$ cat src/rtl/stage_scroll_if.sv
// Handshake bundle between the stage update logic and the scroll animator.
interface stage_scroll_if;
    logic             scroll_start;
    logic             frame_tick;
    logic [1:0][9:0]  stage_x;
    logic [1:0][9:0]  moved_stage_x;
    logic             move_fin;
    logic             busy;

    modport master (
        output scroll_start,
        output frame_tick,
        output stage_x,
        input  moved_stage_x,
        input  move_fin,
        input  busy
    );

    modport slave (
        input  scroll_start,
        input  frame_tick,
        input  stage_x,
        output moved_stage_x,
        output move_fin,
        output busy
    );
endinterface

$ cat src/rtl/stage_scroll.sv
// Camera-scroll animator: slides both stages left by STEP per frame tick until
// stage 0 is back at HOME_X, then pulses move_fin with the final positions.
module stage_scroll #(
    parameter logic [9:0] HOME_X = 10'd60,
    parameter logic [9:0] STEP   = 10'd4
) (
    input  logic          clk,
    input  logic          rst,
    stage_scroll_if.slave bus
);

    typedef enum logic [1:0] {StIdle, StMove, StDone} state_e;

    state_e     state_q, state_d;
    logic [9:0] base0_q, base0_d;
    logic [9:0] base1_q, base1_d;
    logic [9:0] total_q, total_d;
    logic [9:0] offset_q, offset_d;
    logic [9:0] moved0_q, moved0_d;
    logic [9:0] moved1_q, moved1_d;
    logic [9:0] rem;
    logic       upd;

    always_comb begin
        state_d  = state_q;
        base0_d  = base0_q;
        base1_d  = base1_q;
        total_d  = total_q;
        offset_d = offset_q;
        moved0_d = moved0_q;
        moved1_d = moved1_q;
        upd      = 1'b0;
        // offset never exceeds total, so this cannot wrap
        rem      = total_q - offset_q;

        case (state_q)
            StIdle: begin
                if (bus.scroll_start) begin
                    base0_d  = bus.stage_x[0];
                    base1_d  = bus.stage_x[1];
                    offset_d = '0;
                    total_d  = (bus.stage_x[0] > HOME_X) ? (bus.stage_x[0] - HOME_X) : '0;
                    state_d  = (total_d == '0) ? StDone : StMove;
                    upd      = 1'b1;
                end
            end
            StMove: begin
                if (bus.frame_tick) begin
                    if (rem > STEP) begin
                        offset_d = offset_q + STEP;
                    end else begin
                        offset_d = total_q;
                        state_d  = StDone;
                    end
                    upd = 1'b1;
                end
            end
            StDone:  state_d = StIdle;
            default: state_d = StIdle;
        endcase

        // Outputs only move on a capture or a step; otherwise they hold the last value
        if (upd) begin
            moved0_d = base0_d - offset_d;
            moved1_d = (base1_d < offset_d) ? '0 : (base1_d - offset_d);
        end
    end

    always_ff @(posedge clk) begin
        if (rst) begin
            state_q  <= StIdle;
            base0_q  <= '0;
            base1_q  <= '0;
            total_q  <= '0;
            offset_q <= '0;
            moved0_q <= HOME_X;
            moved1_q <= '0;
        end else begin
            state_q  <= state_d;
            base0_q  <= base0_d;
            base1_q  <= base1_d;
            total_q  <= total_d;
            offset_q <= offset_d;
            moved0_q <= moved0_d;
            moved1_q <= moved1_d;
        end
    end

    assign bus.move_fin         = (state_q == StDone);
    assign bus.busy             = (state_q != StIdle);
    assign bus.moved_stage_x[0] = moved0_q;
    assign bus.moved_stage_x[1] = moved1_q;

endmodule

$ cat src/flat_wrapper.sv
// flat-port wrapper written by rule: the top's interface ports become plain ports
module stage_scroll_flat 
#(
    parameter logic [9:0] HOME_X = 10'd60,
    parameter logic [9:0] STEP   = 10'd4
)
  (clk, rst, bus_scroll_start, bus_frame_tick, bus_stage_x, bus_moved_stage_x, bus_move_fin, bus_busy);
  stage_scroll_if bus_i ();
  input  logic clk;
  input  logic rst;
  input wire logic [$bits(bus_i.scroll_start)-1:0] bus_scroll_start;
  input wire logic [$bits(bus_i.frame_tick)-1:0] bus_frame_tick;
  input wire logic [$bits(bus_i.stage_x)-1:0] bus_stage_x;
  output wire logic [$bits(bus_i.moved_stage_x)-1:0] bus_moved_stage_x;
  output wire logic [$bits(bus_i.move_fin)-1:0] bus_move_fin;
  output wire logic [$bits(bus_i.busy)-1:0] bus_busy;
  assign bus_i.scroll_start = bus_scroll_start;
  assign bus_i.frame_tick = bus_frame_tick;
  assign bus_i.stage_x = bus_stage_x;
  assign bus_moved_stage_x = bus_i.moved_stage_x;
  assign bus_move_fin = bus_i.move_fin;
  assign bus_busy = bus_i.busy;
  stage_scroll #(.HOME_X(HOME_X), .STEP(STEP)) u_core (.clk(clk), .rst(rst), .bus(bus_i));
endmodule
$ cat config.mk
export PLATFORM = sky130hd
export DESIGN_NAME = stage_scroll_flat
export DESIGN_NICKNAME = d
export VERILOG_FILES = /design/src/rtl/stage_scroll_if.sv /design/src/rtl/stage_scroll.sv /design/src/flat_wrapper.sv
export SDC_FILE = /design/constraint.sdc
export NUM_CORES = 1
export LEC_CHECK = 0
export ABC_AREA = 1
export CAP_MARGIN = 10
export CORE_MARGIN = 4
export CORE_UTILIZATION = 57
export CTS_CLUSTER_DIAMETER = 100
export DETAILED_ROUTE_END_ITERATION = 12
export GPL_ROUTABILITY_DRIVEN = 0
export GPL_TIMING_DRIVEN = 0
export PLACE_DENSITY_LB_ADDON = 0.15
export SETUP_SLACK_MARGIN = 0.05
export SKIP_LAST_GASP = 1
export SLEW_MARGIN = 25
export SYNTH_ARGS = -nofsm -noshare
export SYNTH_HDL_FRONTEND = slang
export SYNTH_SLANG_ARGS = --single-unit
$ cat constraint.sdc
create_clock -name clk -period 5.4 [get_ports clk]
set_input_delay 0.81 -clock clk [delete_from_list [all_inputs] [get_ports clk]]
set_output_delay 0.81 -clock clk [all_outputs]
set_load 0.02 [all_outputs]
# Word level (Yosys, flattened, before mapping)
# Cells that the tools add are included.
[word_totals] regBits=62 latch_bits=0 mem_bits_rw=0 mem_bits_ro=0 inputBits=24 out_inout_bits=22 word_cells=43 memories=0
[classes] add_sub_neg=5 n_mul=0 div=0 order_cmp=3 n_eq_ne=5 shift=0 muxes=18 bitwise=0 n_reduce_logical=5
[ops] op="10-bit two-way mux" count=9
[ops] op="10-bit subtractor" count=3
[ops] op="10-bit one-hot mux with 2 select lines" count=1
[ops] op="10-bit by 3-bit adder with 10-bit output, second input constant" count=1
[ops] op="10-bit by 3-bit greater-than comparator with 1-bit output, second input constant" count=1
[ops] op="10-bit by 6-bit greater-than comparator with 1-bit output, second input constant" count=1
[ops] op="10-bit logical NOT" count=1
[ops] op="10-bit < comparator" count=1
[ops] op="10-bit by 6-bit subtractor with 10-bit output, second input constant" count=1
[ops] op="2-bit two-way mux" count=4
[ops] op="2-bit inequality test, second input constant" count=3
[ops] op="2-bit one-hot mux with 2 select lines" count=1
[ops] op="3-bit AND reduction" count=1
[ops] op="2-bit by 1-bit equality test with 1-bit output, second input constant" count=1
[ops] op="2-bit equality test, second input constant" count=1
[ops] op="2-bit logical NOT" count=1
[ops] op="1-bit two-way mux" count=2
[ops] op="1-bit one-hot mux with 2 select lines" count=1
[ops] op="2-bit AND reduction" count=1
[ops] op="2-bit nonzero test" count=1

# Longest topological paths before layout
[depth] word_depth=7 ltp_mapped=32 mapped_depth_nobuf=32

# Worst setup path before layout
# OpenSTA, ideal clock, no wires.
[synth_path] path_kind="register to register" start="reg u_core.total_q[0]" end="reg u_core.moved1_q[1]" setup_ns=0.071 arrival_time_ns=3.792 slack_ns=1.537 stages_incl_launch_ff=28 path_buffers=0 cell_sequence="dfxtp_1 inv_1 ha_1 fa_1 inv_1 nand2_1 nand2_1 nand2_1 nand3_1 nand2_1 nor2_1 nand2_2 inv_1 nand2_2 o21ai_0 a21oi_1 nor2_1 inv_1 ha_1 fa_1 o21ai_0 nand2_1 o211ai_1 a21oi_1 o21bai_1 nand2_1 or2_2 a21oi_1"
[synth_via] elab_chain_len=7 elab_cells_between_ends=8
[synth_lines] item="from (decl)" line_no="stage_scroll.sv:17" source="logic [9:0] total_q, total_d;"
[synth_lines] item="from (signal assigned)" line_no="stage_scroll.sv:82" source="total_q <= total_d;"
[synth_lines] item="10-bit subtractor" line_no="stage_scroll.sv:34" source="rem = total_q - offset_q;"
[synth_lines] item="10-bit by 3-bit greater-than comparator with 1-bit output" line_no="stage_scroll.sv:49" source="if (rem > STEP) begin"
[synth_lines] item="10-bit two-way mux (*)" line_no="stage_scroll.sv:49"
[synth_lines] item="10-bit two-way mux (*)" line_no="stage_scroll.sv:48" source="if (bus.frame_tick) begin"
[synth_lines] item="10-bit one-hot mux with 2 select lines (*)" line_no="stage_scroll.sv:36" source="case (state_q)"
[synth_lines] item="via u_core.offset_d[0]" line_no="stage_scroll.sv:18" source="logic [9:0] offset_q, offset_d;"
[synth_lines] item="10-bit subtractor or 10-bit < comparator (tied branches)" line_no="stage_scroll.sv:65" source="moved1_d = (base1_d < offset_d) ? '0 : (base1_d - offset_d);"
[synth_lines] item="10-bit two-way mux (*)" line_no="stage_scroll.sv:65"
[synth_lines] item="to (signal assigned)" line_no="stage_scroll.sv:85" source="moved1_q <= moved1_d;"
[synth_lines] item="to (decl)" line_no="stage_scroll.sv:20" source="logic [9:0] moved1_q, moved1_d;"
# The timed path passes the listed nets; every way through them passes the cells marked *.
# A chain may end at the register's enable or synchronous reset.

# Final worst setup path
[layout_path] start="reg u_core.offset_q[4]" end="reg u_core.moved1_q[1]"
[layout_via] elab_chain_len=7 elab_cells_between_ends=10
[layout_lines] item="from (decl)" line_no="stage_scroll.sv:18"
[layout_lines] item="from (signal assigned)" line_no="stage_scroll.sv:83" source="offset_q <= offset_d;"
[layout_lines] item="10-bit subtractor (*)" line_no="stage_scroll.sv:34"
[layout_lines] item="10-bit by 3-bit greater-than comparator with 1-bit output (*)" line_no="stage_scroll.sv:49"
[layout_lines] item="10-bit two-way mux (*)" line_no="stage_scroll.sv:49"
[layout_lines] item="10-bit two-way mux (*)" line_no="stage_scroll.sv:48"
[layout_lines] item="10-bit one-hot mux with 2 select lines (*)" line_no="stage_scroll.sv:36"
[layout_lines] item="via u_core.offset_d[0]" line_no="stage_scroll.sv:18"
[layout_lines] item="10-bit subtractor or 10-bit < comparator (tied branches)" line_no="stage_scroll.sv:65"
[layout_lines] item="10-bit two-way mux (*)" line_no="stage_scroll.sv:65"
# Marked as above.

==> results.sh <==
export IMPL_synth_xor_area_frac=0.0302
export IMPL_cts_resized=0
export IMPL_crit_top_cell="nand2_1"
export IMPL_reg2reg_to="u_core.moved1_q[1]$_SDFFE_PP0P_"
export IMPL_yosysWarnings=0
export IMPL_finalSetupViolations=0
export IMPL_drc=0
export IMPL_fin_cells=757
export IMPL_synthAdderAreaFrac=0.107
export IMPL_cts_setup_buffers=0
export IMPL_synthTopCellsByCount="nand2_1, inv_1, nor2_1, dfxtp_1"
export IMPL_fmax_mhz=213
export IMPL_crit_path_top_delay_cell="dfxtp_1"
export IMPL_cp_max_fo=7
export IMPL_p_leak_nw=2.34
export IMPL_initial_utilization=0.590
export IMPL_synthFlopType="dfxtp_1"
export IMPL_drtIter0Drc=321
export IMPL_die_h_um=92.3
export IMPL_r2r_setup_slack_ns=0.70
export IMPL_worstMarginPinSlew_ns=0.650
export IMPL_cts_num_sinks=62
export IMPL_die_w_um=92.3
export IMPL_cts_tree="done"
export IMPL_grt_pass1_vias=3944
export IMPL_ys_top_cells_by_area="dfxtp_1, nand2_1, ha_1"
export IMPL_synth_cell_types=42
export IMPL_power_mw=1.62
export IMPL_postCtsHoldBufs=0
export IMPL_vias=4114
export IMPL_place_area_sq_um=4620
export IMPL_slew_violations=0
export IMPL_critical_path_required_ns=5.67
export IMPL_htreeDepth=3
export IMPL_async_flop_share=0
export IMPL_clk_path_buf_depth=2
export IMPL_synth_compound_area_share=0.179
export IMPL_grt_max_degree=11
export IMPL_hpwlAfterDp_um=8700
export IMPL_grt_ovfl_total=0
export IMPL_startpoint_type="flop"
export IMPL_synth_top_cell_by_area="dfxtp_1"
export IMPL_hp_class="reg -> reg"
export IMPL_maxCapViolCount=0
export IMPL_antenna_left=0
export IMPL_rsz0062_at_grt="false"
export IMPL_slowest_delay_ns=0.41
export IMPL_relSlewSlack=0.562
export IMPL_synth_edf_count=0
export IMPL_synthMuxAreaShare=0.00247
export IMPL_rows=30
export IMPL_diodes=0
export IMPL_r2r_start="u_core.offset_q[4]$_SDFF_PP0_"
export IMPL_power_density_nw_per_um2=334
export IMPL_synth_seq_area_share=0.306
export IMPL_grt_pass1_wl_um=18000
export IMPL_area_delta_synth_final_pct=19.6
export IMPL_synth_simple_area_share=0.265
export IMPL_syn_mean_instance_area_sq_um=6.75
export IMPL_synth_area_sq_um=4060
export IMPL_vdd_drop_max_v=0.000179
export IMPL_insertion_delay_ns=0.35
export IMPL_r2r_cells=26
export IMPL_final_hold_violation_count=0
export IMPL_cp_top_family="simple AND/OR/NAND/NOR gates"
export IMPL_finalInstanceArea_sq_um=4850
export IMPL_layout_drive_gt1_share=0.0726
export IMPL_synth_most_common_cell="nand2_1"
export IMPL_core_area_sq_um=6870
export IMPL_detail_route_wl_per_cell_um=14.4
export IMPL_min_to="u_core.moved1_q[2]$_SDFFE_PP0P_"
export IMPL_io_buffers=44
export IMPL_fin_crit_sh=0.870
export IMPL_yosys_area_top_type_share=0.306
export IMPL_netlist_instances=601
export IMPL_viasPerCell=5.43
export IMPL_synth_top_family_by_area="simple AND/OR/NAND/NOR gates"
export IMPL_clockRootBuffer="clkbuf_8"
export IMPL_die_area_sq_um=8530
export IMPL_crit_path_end_kind="flop"
export IMPL_dr_pass1_iters=5
export IMPL_cts_buffers=9
export IMPL_placed_cells=741
export IMPL_syn_num_nets=658
export IMPL_fin_nets=713
export IMPL_track_usage=0.265
export IMPL_crit_arrival_ns=4.97
export IMPL_crit_buf_inv=3
export IMPL_layout_min_cycle_time_ns=4.70
export IMPL_drt_total_wl_um=10900
export IMPL_ioPinCount=46
export IMPL_status="complete, no violations"
export IMPL_hold_depth=2
export IMPL_antenna_found_initial=0
export IMPL_fill_cells=603
export IMPL_hp_start="u_core.moved1_q[2]$_SDFFE_PP0P_"
export IMPL_setup_tns_ns=0
export IMPL_critPathKind="reg -> reg"
export IMPL_clock_skew_ns=0.00756
export IMPL_synth_seq_cells=62
export IMPL_cts_reportedPaths_clkPinSlew_ns=0.07
==> worst reg2reg max path, cell delays in order, from the launching register on <==
cell      delay (ns)
dfxtp_1         0.41
inv_1           0.10
ha_1            0.39
a21oi_2         0.23
nor2_1          0.06
nor2_1          0.11
nand2_1         0.06
nand2_1         0.07
nand2_1         0.06
nor2_1          0.19
nand2_2         0.12
inv_1           0.16
nand2_2         0.11
o21ai_0         0.15
a21oi_1         0.06
nor2_1          0.19
inv_1           0.12
ha_1            0.25
fa_1            0.40
o21ai_0         0.29
nand2_1         0.09
o211ai_1        0.15
a21oi_1         0.11
o21bai_1        0.13
nand2_1         0.17
or2_2           0.33
a21oi_1         0.12
==> area by class of cell <==
class / count / area [sq um] / share of cell area
Clock buffer: 13 / 169 / 0.0348
Sequential cell: 62 / 1240 / 0.256
Timing Repair Buffer: 44 / 440 / 0.0908
Multi-Input combinational cell: 425 / 2370 / 0.488
Inverter: 98 / 368 / 0.0759
Tap cell: 96 / 120 / 0.0248
Buffer: 16 / 78.8 / 0.0163
Clock inverter: 3 / 65.1 / 0.0134
==> placed cells by master (no fill, tap or decap), drive strengths merged, types with 2 or more instances in the layout <==
| master | synthesis | routed |
|---|---|---|
| a211oi | 2 | 2 |
| a21oi | 52 | 52 |
| a22oi | 4 | 4 |
| a2bb2oi | 2 | 2 |
| a31oi | 3 | 3 |
| a32oi | 2 | 2 |
| buf | 4 | 4 |
| bufinv | 0 | 2 |
| clkbuf | 11 | 24 |
| clkdlybuf4s50 | 0 | 44 |
| dfxtp | 62 | 62 |
| fa | 3 | 3 |
| ha | 30 | 30 |
| inv | 98 | 98 |
| nand2 | 105 | 105 |
| nand3 | 32 | 32 |
| nand4 | 5 | 5 |
| nor2 | 78 | 78 |
| nor3 | 5 | 5 |
| o211ai | 2 | 2 |
| o21ai | 52 | 52 |
| o21bai | 4 | 4 |
| or2 | 22 | 22 |
| xnor2 | 4 | 4 |
| xor2 | 10 | 10 |
==> metal layers <==
layer / vias to the layer above / track usage / routed length [um]
li1: 2046 / - / -
met1: 1904 / 0.327 / 4650
met2: 132 / 0.442 / 5170
met3: 32 / 0.0682 / 778
met4: 0 / 0.105 / 303
met5: - / 0 / 0
==> registers in the layout (all words and copies together) (netlist names) <==
name             cells
u_core.base1_q      10
u_core.total_q      10
u_core.base0_q      10
u_core.moved0_q     10
u_core.moved1_q     10
u_core.offset_q     10
u_core.state_q       2
==> through the flow <==
step / util / hold slack, ns / worst slack [ns]
2_1_floorplan: - / 0.451 / 1.54
3_3_place_gp: 0.672 / 0.456 / 0.861
3_5_place_dp: 0.672 / 0.455 / 0.788
4_1_cts: 0.706 / 0.466 / 0.728
5_1_grt: 0.706 / 0.487 / 0.277
6_report: 0.706 / 0.466 / 0.701
==> power by group <==
group | switching, mW | internal (mW)
registers | 0.0261 | 0.507
logic | 0.363 | 0.240
clock network | 0.185 | 0.297
==> worst max-delay path by stage <==
stage                                        start                               to  slack, ns  depth (start not counted)
global placement    u_core.total_q[0]$_SDFFE_PP0P_  u_core.moved1_q[0]$_SDFFE_PP0P_       0.86                         27
detailed placement  u_core.total_q[0]$_SDFFE_PP0P_  u_core.moved1_q[1]$_SDFFE_PP0P_       0.79                         27
CTS                 u_core.total_q[0]$_SDFFE_PP0P_  u_core.moved1_q[1]$_SDFFE_PP0P_       0.73                         27
global route        u_core.total_q[0]$_SDFFE_PP0P_  u_core.moved1_q[1]$_SDFFE_PP0P_       0.28                         27
floorplan           u_core.total_q[0]$_SDFFE_PP0P_  u_core.moved1_q[1]$_SDFFE_PP0P_       1.54                         27
finish               u_core.offset_q[4]$_SDFF_PP0_  u_core.moved1_q[1]$_SDFFE_PP0P_       0.70                         26
==> cells by family (layout without fill, tap and decap cells) <==
logic type | after synthesis | after routing
AO/OA/AOI/OAI | 128 | 128
XOR/XNOR | 14 | 14
adder cells (fa/ha/maj) | 33 | 33
buffers and inverters | 114 | 174
flip-flops | 62 | 62
multiplexers | 1 | 1
AND/OR/NAND/NOR | 249 | 249
Note: power is estimated with default switching activity, not from simulation.
